[src/rtl/pwm_cfg_pkg.sv]
// Shared types and register-map constants for the PWM configuration sequencer.
package pwm_cfg_pkg;

  localparam int CFG_DW     = 32;
  localparam int NUM_WRITES = 5;

  localparam logic [7:0] OFF_CTRL   = 8'h00;
  localparam logic [7:0] OFF_DIV    = 8'h04;
  localparam logic [7:0] OFF_PERIOD = 8'h08;
  localparam logic [7:0] OFF_DUTY   = 8'h0C;

  localparam logic [7:0] BASE_CH1 = 8'h00;
  localparam logic [7:0] BASE_CH2 = 8'h10;

  typedef enum logic [1:0] {IDLE, SETUP, ACCESS, DONE} state_t;

  typedef struct packed {
    logic              ch;
    logic [CFG_DW-1:0] div;
    logic [CFG_DW-1:0] period;
    logic [CFG_DW-1:0] duty;
    logic [7:0]        ctrl;
  } cfg_t;

  // Write slot 0 and 4 both target CTRL (disable first, final value last).
  function automatic logic [7:0] wr_addr(input logic ch, input logic [2:0] idx);
    logic [7:0] off;
    case (idx)
      3'd1:    off = OFF_DIV;
      3'd2:    off = OFF_PERIOD;
      3'd3:    off = OFF_DUTY;
      default: off = OFF_CTRL;
    endcase
    return (ch ? BASE_CH2 : BASE_CH1) + off;
  endfunction

endpackage

[src/rtl/pwm_rr_arb2.sv]
// Two-requester round-robin arbiter; pointer holds the last winner.
module pwm_rr_arb2 (
  input  logic       clk,
  input  logic       rst_n,
  input  logic [1:0] req,
  input  logic       take,
  output logic       winner,
  output logic       valid
);

  logic ptr;

  always_comb begin
    valid  = |req;
    winner = (&req) ? ~ptr : req[1];
  end

  // Reset value 1 lets requester 0 win the first contention.
  always_ff @(posedge clk or negedge rst_n) begin
    if (!rst_n)
      ptr <= 1'b1;
    else if (take && valid)
      ptr <= winner;
  end

endmodule

[src/rtl/pwm_cfg_seq.sv]
// APB master that programs one PWM channel with a fixed five-write burst for the granted requester.
// state  | meaning
// IDLE   | waiting for a request, arbitrating and latching config
// SETUP  | APB setup phase of write idx
// ACCESS | APB access phase, waiting for PREADY or timeout
// DONE   | one-cycle done/err pulse to the owner
module pwm_cfg_seq
  import pwm_cfg_pkg::*;
#(
  parameter int DATA_WIDTH = CFG_DW,
  parameter int ADDR_WIDTH = 8,
  parameter int TIMEOUT    = 255
) (
  input  logic                    PCLK_i,
  input  logic                    PRST_ni,
  input  logic [1:0]              req_i,
  input  logic [1:0]              req_ch_i,
  input  logic [2*DATA_WIDTH-1:0] req_div_i,
  input  logic [2*DATA_WIDTH-1:0] req_period_i,
  input  logic [2*DATA_WIDTH-1:0] req_duty_i,
  input  logic [15:0]             req_ctrl_i,
  output logic [1:0]              gnt_o,
  output logic [1:0]              done_o,
  output logic                    err_o,
  output logic                    busy_o,
  output logic                    PSEL_o,
  output logic                    PENABLE_o,
  output logic                    PWRITE_o,
  output logic [ADDR_WIDTH-1:0]   PADDR_o,
  output logic [DATA_WIDTH-1:0]   PWDATA_o,
  input  logic                    PREADY_i,
  input  logic                    PSLVERR_i
);

  state_t          state, state_nxt;
  cfg_t            cfg;
  logic            owner;
  logic [2:0]      idx;
  logic [7:0]      tcnt;
  logic            err_q;
  logic            win, win_valid;
  logic            last, tmo;
  logic [1:0]      owner_oh;
  logic [DATA_WIDTH-1:0] wr_data;

  pwm_rr_arb2 u_arb (
    .clk    (PCLK_i),
    .rst_n  (PRST_ni),
    .req    (req_i),
    .take   (state == IDLE),
    .winner (win),
    .valid  (win_valid)
  );

  assign last     = (idx == 3'(NUM_WRITES - 1));
  assign tmo      = (tcnt == 8'(TIMEOUT - 1));
  assign owner_oh = owner ? 2'b10 : 2'b01;

  always_ff @(posedge PCLK_i or negedge PRST_ni) begin
    if (!PRST_ni)
      state <= IDLE;
    else
      state <= state_nxt;
  end

  always_comb begin
    state_nxt = state;
    case (state)
      IDLE:    if (win_valid) state_nxt = SETUP;
      SETUP:   state_nxt = ACCESS;
      ACCESS: begin
        if (PREADY_i)
          state_nxt = (PSLVERR_i || last) ? DONE : SETUP;
        else if (tmo)
          state_nxt = DONE;
      end
      DONE:    state_nxt = IDLE;
      default: state_nxt = IDLE;
    endcase
  end

  // err_q is rewritten on every ACCESS cycle; only the value from the final one reaches DONE.
  always_ff @(posedge PCLK_i or negedge PRST_ni) begin
    if (!PRST_ni) begin
      cfg   <= '0;
      owner <= 1'b0;
      idx   <= '0;
      tcnt  <= '0;
      err_q <= 1'b0;
    end else begin
      case (state)
        IDLE: if (win_valid) begin
          cfg.ch     <= req_ch_i[win];
          cfg.div    <= req_div_i[(win ? DATA_WIDTH : 0) +: DATA_WIDTH];
          cfg.period <= req_period_i[(win ? DATA_WIDTH : 0) +: DATA_WIDTH];
          cfg.duty   <= req_duty_i[(win ? DATA_WIDTH : 0) +: DATA_WIDTH];
          cfg.ctrl   <= req_ctrl_i[(win ? 8 : 0) +: 8];
          owner      <= win;
          idx        <= '0;
        end
        SETUP: tcnt <= '0;
        ACCESS: begin
          if (PREADY_i) begin
            err_q <= PSLVERR_i;
            if (!PSLVERR_i && !last)
              idx <= idx + 3'd1;
          end else begin
            err_q <= 1'b1;
            tcnt  <= tcnt + 8'd1;
          end
        end
        default: ;
      endcase
    end
  end

  always_comb begin
    case (idx)
      3'd1:    wr_data = cfg.div;
      3'd2:    wr_data = cfg.period;
      3'd3:    wr_data = cfg.duty;
      3'd4:    wr_data = DATA_WIDTH'(cfg.ctrl);
      default: wr_data = '0;
    endcase
  end

  always_comb begin
    PSEL_o    = 1'b0;
    PENABLE_o = 1'b0;
    PWRITE_o  = 1'b0;
    PADDR_o   = '0;
    PWDATA_o  = '0;
    gnt_o     = '0;
    done_o    = '0;
    err_o     = 1'b0;
    busy_o    = (state != IDLE);
    case (state)
      SETUP, ACCESS: begin
        PSEL_o    = 1'b1;
        PENABLE_o = (state == ACCESS);
        PWRITE_o  = 1'b1;
        PADDR_o   = ADDR_WIDTH'(wr_addr(cfg.ch, idx));
        PWDATA_o  = wr_data;
        gnt_o     = owner_oh;
      end
      DONE: begin
        done_o = owner_oh;
        err_o  = err_q;
      end
      default: ;
    endcase
  end

endmodule

[config.mk]
export PLATFORM = sky130hd
export DESIGN_NAME = pwm_cfg_seq
export DESIGN_NICKNAME = d
export VERILOG_FILES = /design/src/rtl/pwm_cfg_pkg.sv /design/src/rtl/pwm_rr_arb2.sv /design/src/rtl/pwm_cfg_seq.sv
export SDC_FILE = /design/constraint.sdc
export NUM_CORES = 1
export LEC_CHECK = 0
export CAP_MARGIN = 20
export CORE_MARGIN = 1.5
export CORE_UTILIZATION = 25
export CTS_CLUSTER_SIZE = 20
export DETAILED_ROUTE_END_ITERATION = 8
export GPL_TIMING_DRIVEN = 0
export SETUP_SLACK_MARGIN = 0.3
export SYNTH_ARGS = -nofsm -noshare
export SYNTH_HDL_FRONTEND = slang
export SYNTH_HIERARCHICAL = 1
export SYNTH_SLANG_ARGS = --single-unit
[constraint.sdc]
create_clock -name PCLK_i -period 5.3 [get_ports PCLK_i]
set_input_delay 1.325 -clock PCLK_i [delete_from_list [all_inputs] [get_ports PCLK_i]]
set_output_delay 1.325 -clock PCLK_i [all_outputs]
set_load 0.01 [all_outputs]
==> metrics.txt <==
Slew @ Worst Pin roughly 0.71 ns; clock network fraction of total power roughly 26%; Synth-to-Final Area Change 55.72%; top cells by area, synth dfrtp_1 (46%), mux2i_1 (17%), a21oi_1 (8.4%); grt ovf 0; WP buf/inv 3; top_reg_cell synth dfrtp_1; post-synthesis sequential area ratio 46.04%; #FFs+latches synth about 120; post-route design area a little over 0.01 mm^2; CTS Hold Bufs 0; Power Density 470.5 mW/mm^2; share of the synthesized area in the top cell type ~46%; HP Class register to register; TritonRoute pass-1 iters 6; Psw 1831 uW; RSZ-0062 raised after global routing false; die width ~170 um; crit path DAT 3.25 ns; max-cap check violation count 0; max incr delay on CP roughly 0.57 ns; post-DP HPWL ~18,000 um; H-Tree Depth 4; Synth Area in XOR/XNOR 0.6657%; IO buf count roughly 260; # DRC 0; adder-cell area share of the yosys netlist under 10%; clk slew on worst S/H paths roughly 0.06 ns; Cells after DPL around 1,300; Synth async-reset ratio 100.0%; delay-heaviest family, CP buffers and inverters; Max Clk Rate 0.2187 GHz; Sw Share 37.98%; Yosys cell types 46; Final nets between 1,000 and 1,500; post-layout util between 30% and 40%; clk root buf clkbuf_16; commonest cells after routing, fill and taps aside clkdlybuf4s50_1 (257), dfrtp_1 (120), a21oi_1 (110); Worst-Skew Late Latency approximately 0.42 ns; Post-Syn Area 0.006579 mm^2; Slew headroom a little over half; initial antenna violation count 0; largest area contributor in the netlist dfrtp_1; Pins Over Slew Limit 0; DIE AREA around 0.027 mm^2; synth warn 6; antenna viol nets, final 0; Vias/cell ~4.7; most common cell after layout, fill and taps aside clkdlybuf4s50_1; post-synthesis mux area share between 10% and 20%; Post-synth EDFFs 0; combinational share of power between 40% and 50%; Synth Area in Simple Gates 11.77%; Chip Height between 150 and 200 um; Ant. Diodes 0; post-route setup slack slightly above 0.7 ns; GR Util All Layers between 10% and 20%; Iter 0 DRT Violations 283; Slowest cell on crit path clkdlybuf4s50_1; CTS Buf Count 17; Worst EP required approximately 4.0 ns; CTS tree done; Hold Vio Cnt, Final 0; share of post-route cells with drive strength above 1 between 10% and 20%; initial cell density of the core approximately 25%; Sequential Power Share 33.3%; CP Class register to primary output; largest net degree at the start of global routing 64; LEAKAGE 0.004088 uW; PostCTS Resize Cnt 0; I/O pins 265; placed cell areas about 0.0096 mm^2; final period utilization between 80% and 90%; status completed; # clock sinks around 120; Post-CTS Setup Inserts 0; routability congestion estimate 0.7717; Fin Clk Skew ~0.0097 ns; via count 6,053; largest family of logic cells by synthesized area compound AO/OA/AOI/OAI gates; worst-path fanout max 10; # setup viols final 0; Post-Layout Cell Count between 1,000 and 1,500; core box area ~0.026 mm^2; DR WL/cell between 15 and 20 um; Avg Inst Size Synth roughly 10 um^2; crit path cell chain ha_1, ha_1, clkbuf_1, clkbuf_1, a22oi_1, a21oi_1, clkdlybuf4s50_1; complex-gate fraction of the synthesized area between 10% and 20%; Cells after Synth ~670; CTS max path bufs 2; nature of the critical path startpoint register; number of global-route vias before repair between 6,000 and 7,000; DRT Wirelength ~24,000 um; Placement Setup Slack ~1.1 ns; cell row count 59; Int Pwr 2989 uW; critical path capture point type primary output; Peak supply drop just under 0.0002 V; final worst path period need 4.572 ns; first-pass GRT wire length about 36,000 um
[power by group through the flow]
stage	combinational (uW)	clock [uW]	sequential (uW)
floorplan	1250	0	1540
global placement	1980	0	1610
detailed placement	2020	0	1620
CTS	2030	1260	1610
global route	2200	1310	1660
finish	1980	1230	1610
[cells by family (layout without fill, tap and decap cells)]
group	count (synthesis)	in the layout
simple gates	172	172
other cells	1	5
buf+inv	70	361
xor+xnor	5	5
compound gates	178	178
mux	110	110
fa+ha+maj	11	11
flops	121	121
[cell usage after synthesis, types with 7 or more instances]
| master | instances |
|---|---|
| dfrtp_1 | 120 |
| a21oi_1 | 110 |
| mux2i_1 | 109 |
| nor2_1 | 109 |
| buf_2 | 27 |
| a222oi_1 | 24 |
| nor2_2 | 24 |
| clkbuf_1 | 22 |
| a22oi_1 | 16 |
| nand2_1 | 13 |
| ha_1 | 11 |
| inv_1 | 8 |
| buf_4 | 7 |
[through the flow]
step / TNS [ns] / hold slack, ns / power [uW]
floorplan: 0 / 0.4379 / 2797
global placement: -256.04 / 0.4647 / 3595
detailed placement: 0 / 0.4699 / 3637
CTS: 0 / 0.4781 / 4891
global route: 0 / 0.5370 / 5167
finish: 0 / 0.4740 / 4820
[flip-flops by register name, indices dropped and copies added (netlist names)]
| signal | count |
|---|---|
| cfg | 105 |
| tcnt | 8 |
| idx | 3 |
| state | 2 |
| err_q | 1 |
| owner | 1 |
| u_arb/ptr | 1 |
[layer usage]
| metal | wire [um] | GRT usage [%] | vias to the layer above |
|---|---|---|---|
| li1 | - | - | 2936 |
| met1 | 10640 | 22.84 | 2903 |
| met2 | 11770 | 29.95 | 197 |
| met3 | 1570 | 3.996 | 17 |
| met4 | 219 | 4.177 | 0 |
| met5 | 0 | 0 | - |
[worst paths after layout]
kind	start	to	slack, ns	cells after the start
min in group asynchronous	PRST_ni	cfg[67]	0.85	1
max	idx[0]	PWDATA_o[0]	0.73	7
min reg2reg	tcnt[7]	tcnt[7]	0.47	1
max in group asynchronous	PRST_ni	u_arb/ptr	3.68	2
max reg2reg	state[0]	cfg[71]	2.93	7
min	tcnt[7]	tcnt[7]	0.47	1
[cell type report]
cell class                 count  area [um^2]
inverter                       9        33.78
tap                          335        419.2
sequential                   121         3029
clock buffer                  20        446.7
timing repair buffer         259         2611
clock inverter                12        173.9
multi-input combinational    481         3212
fill                        2586        15670
buffer                        61        319.1
No activity file was read; power rests on OpenSTA's default activity.
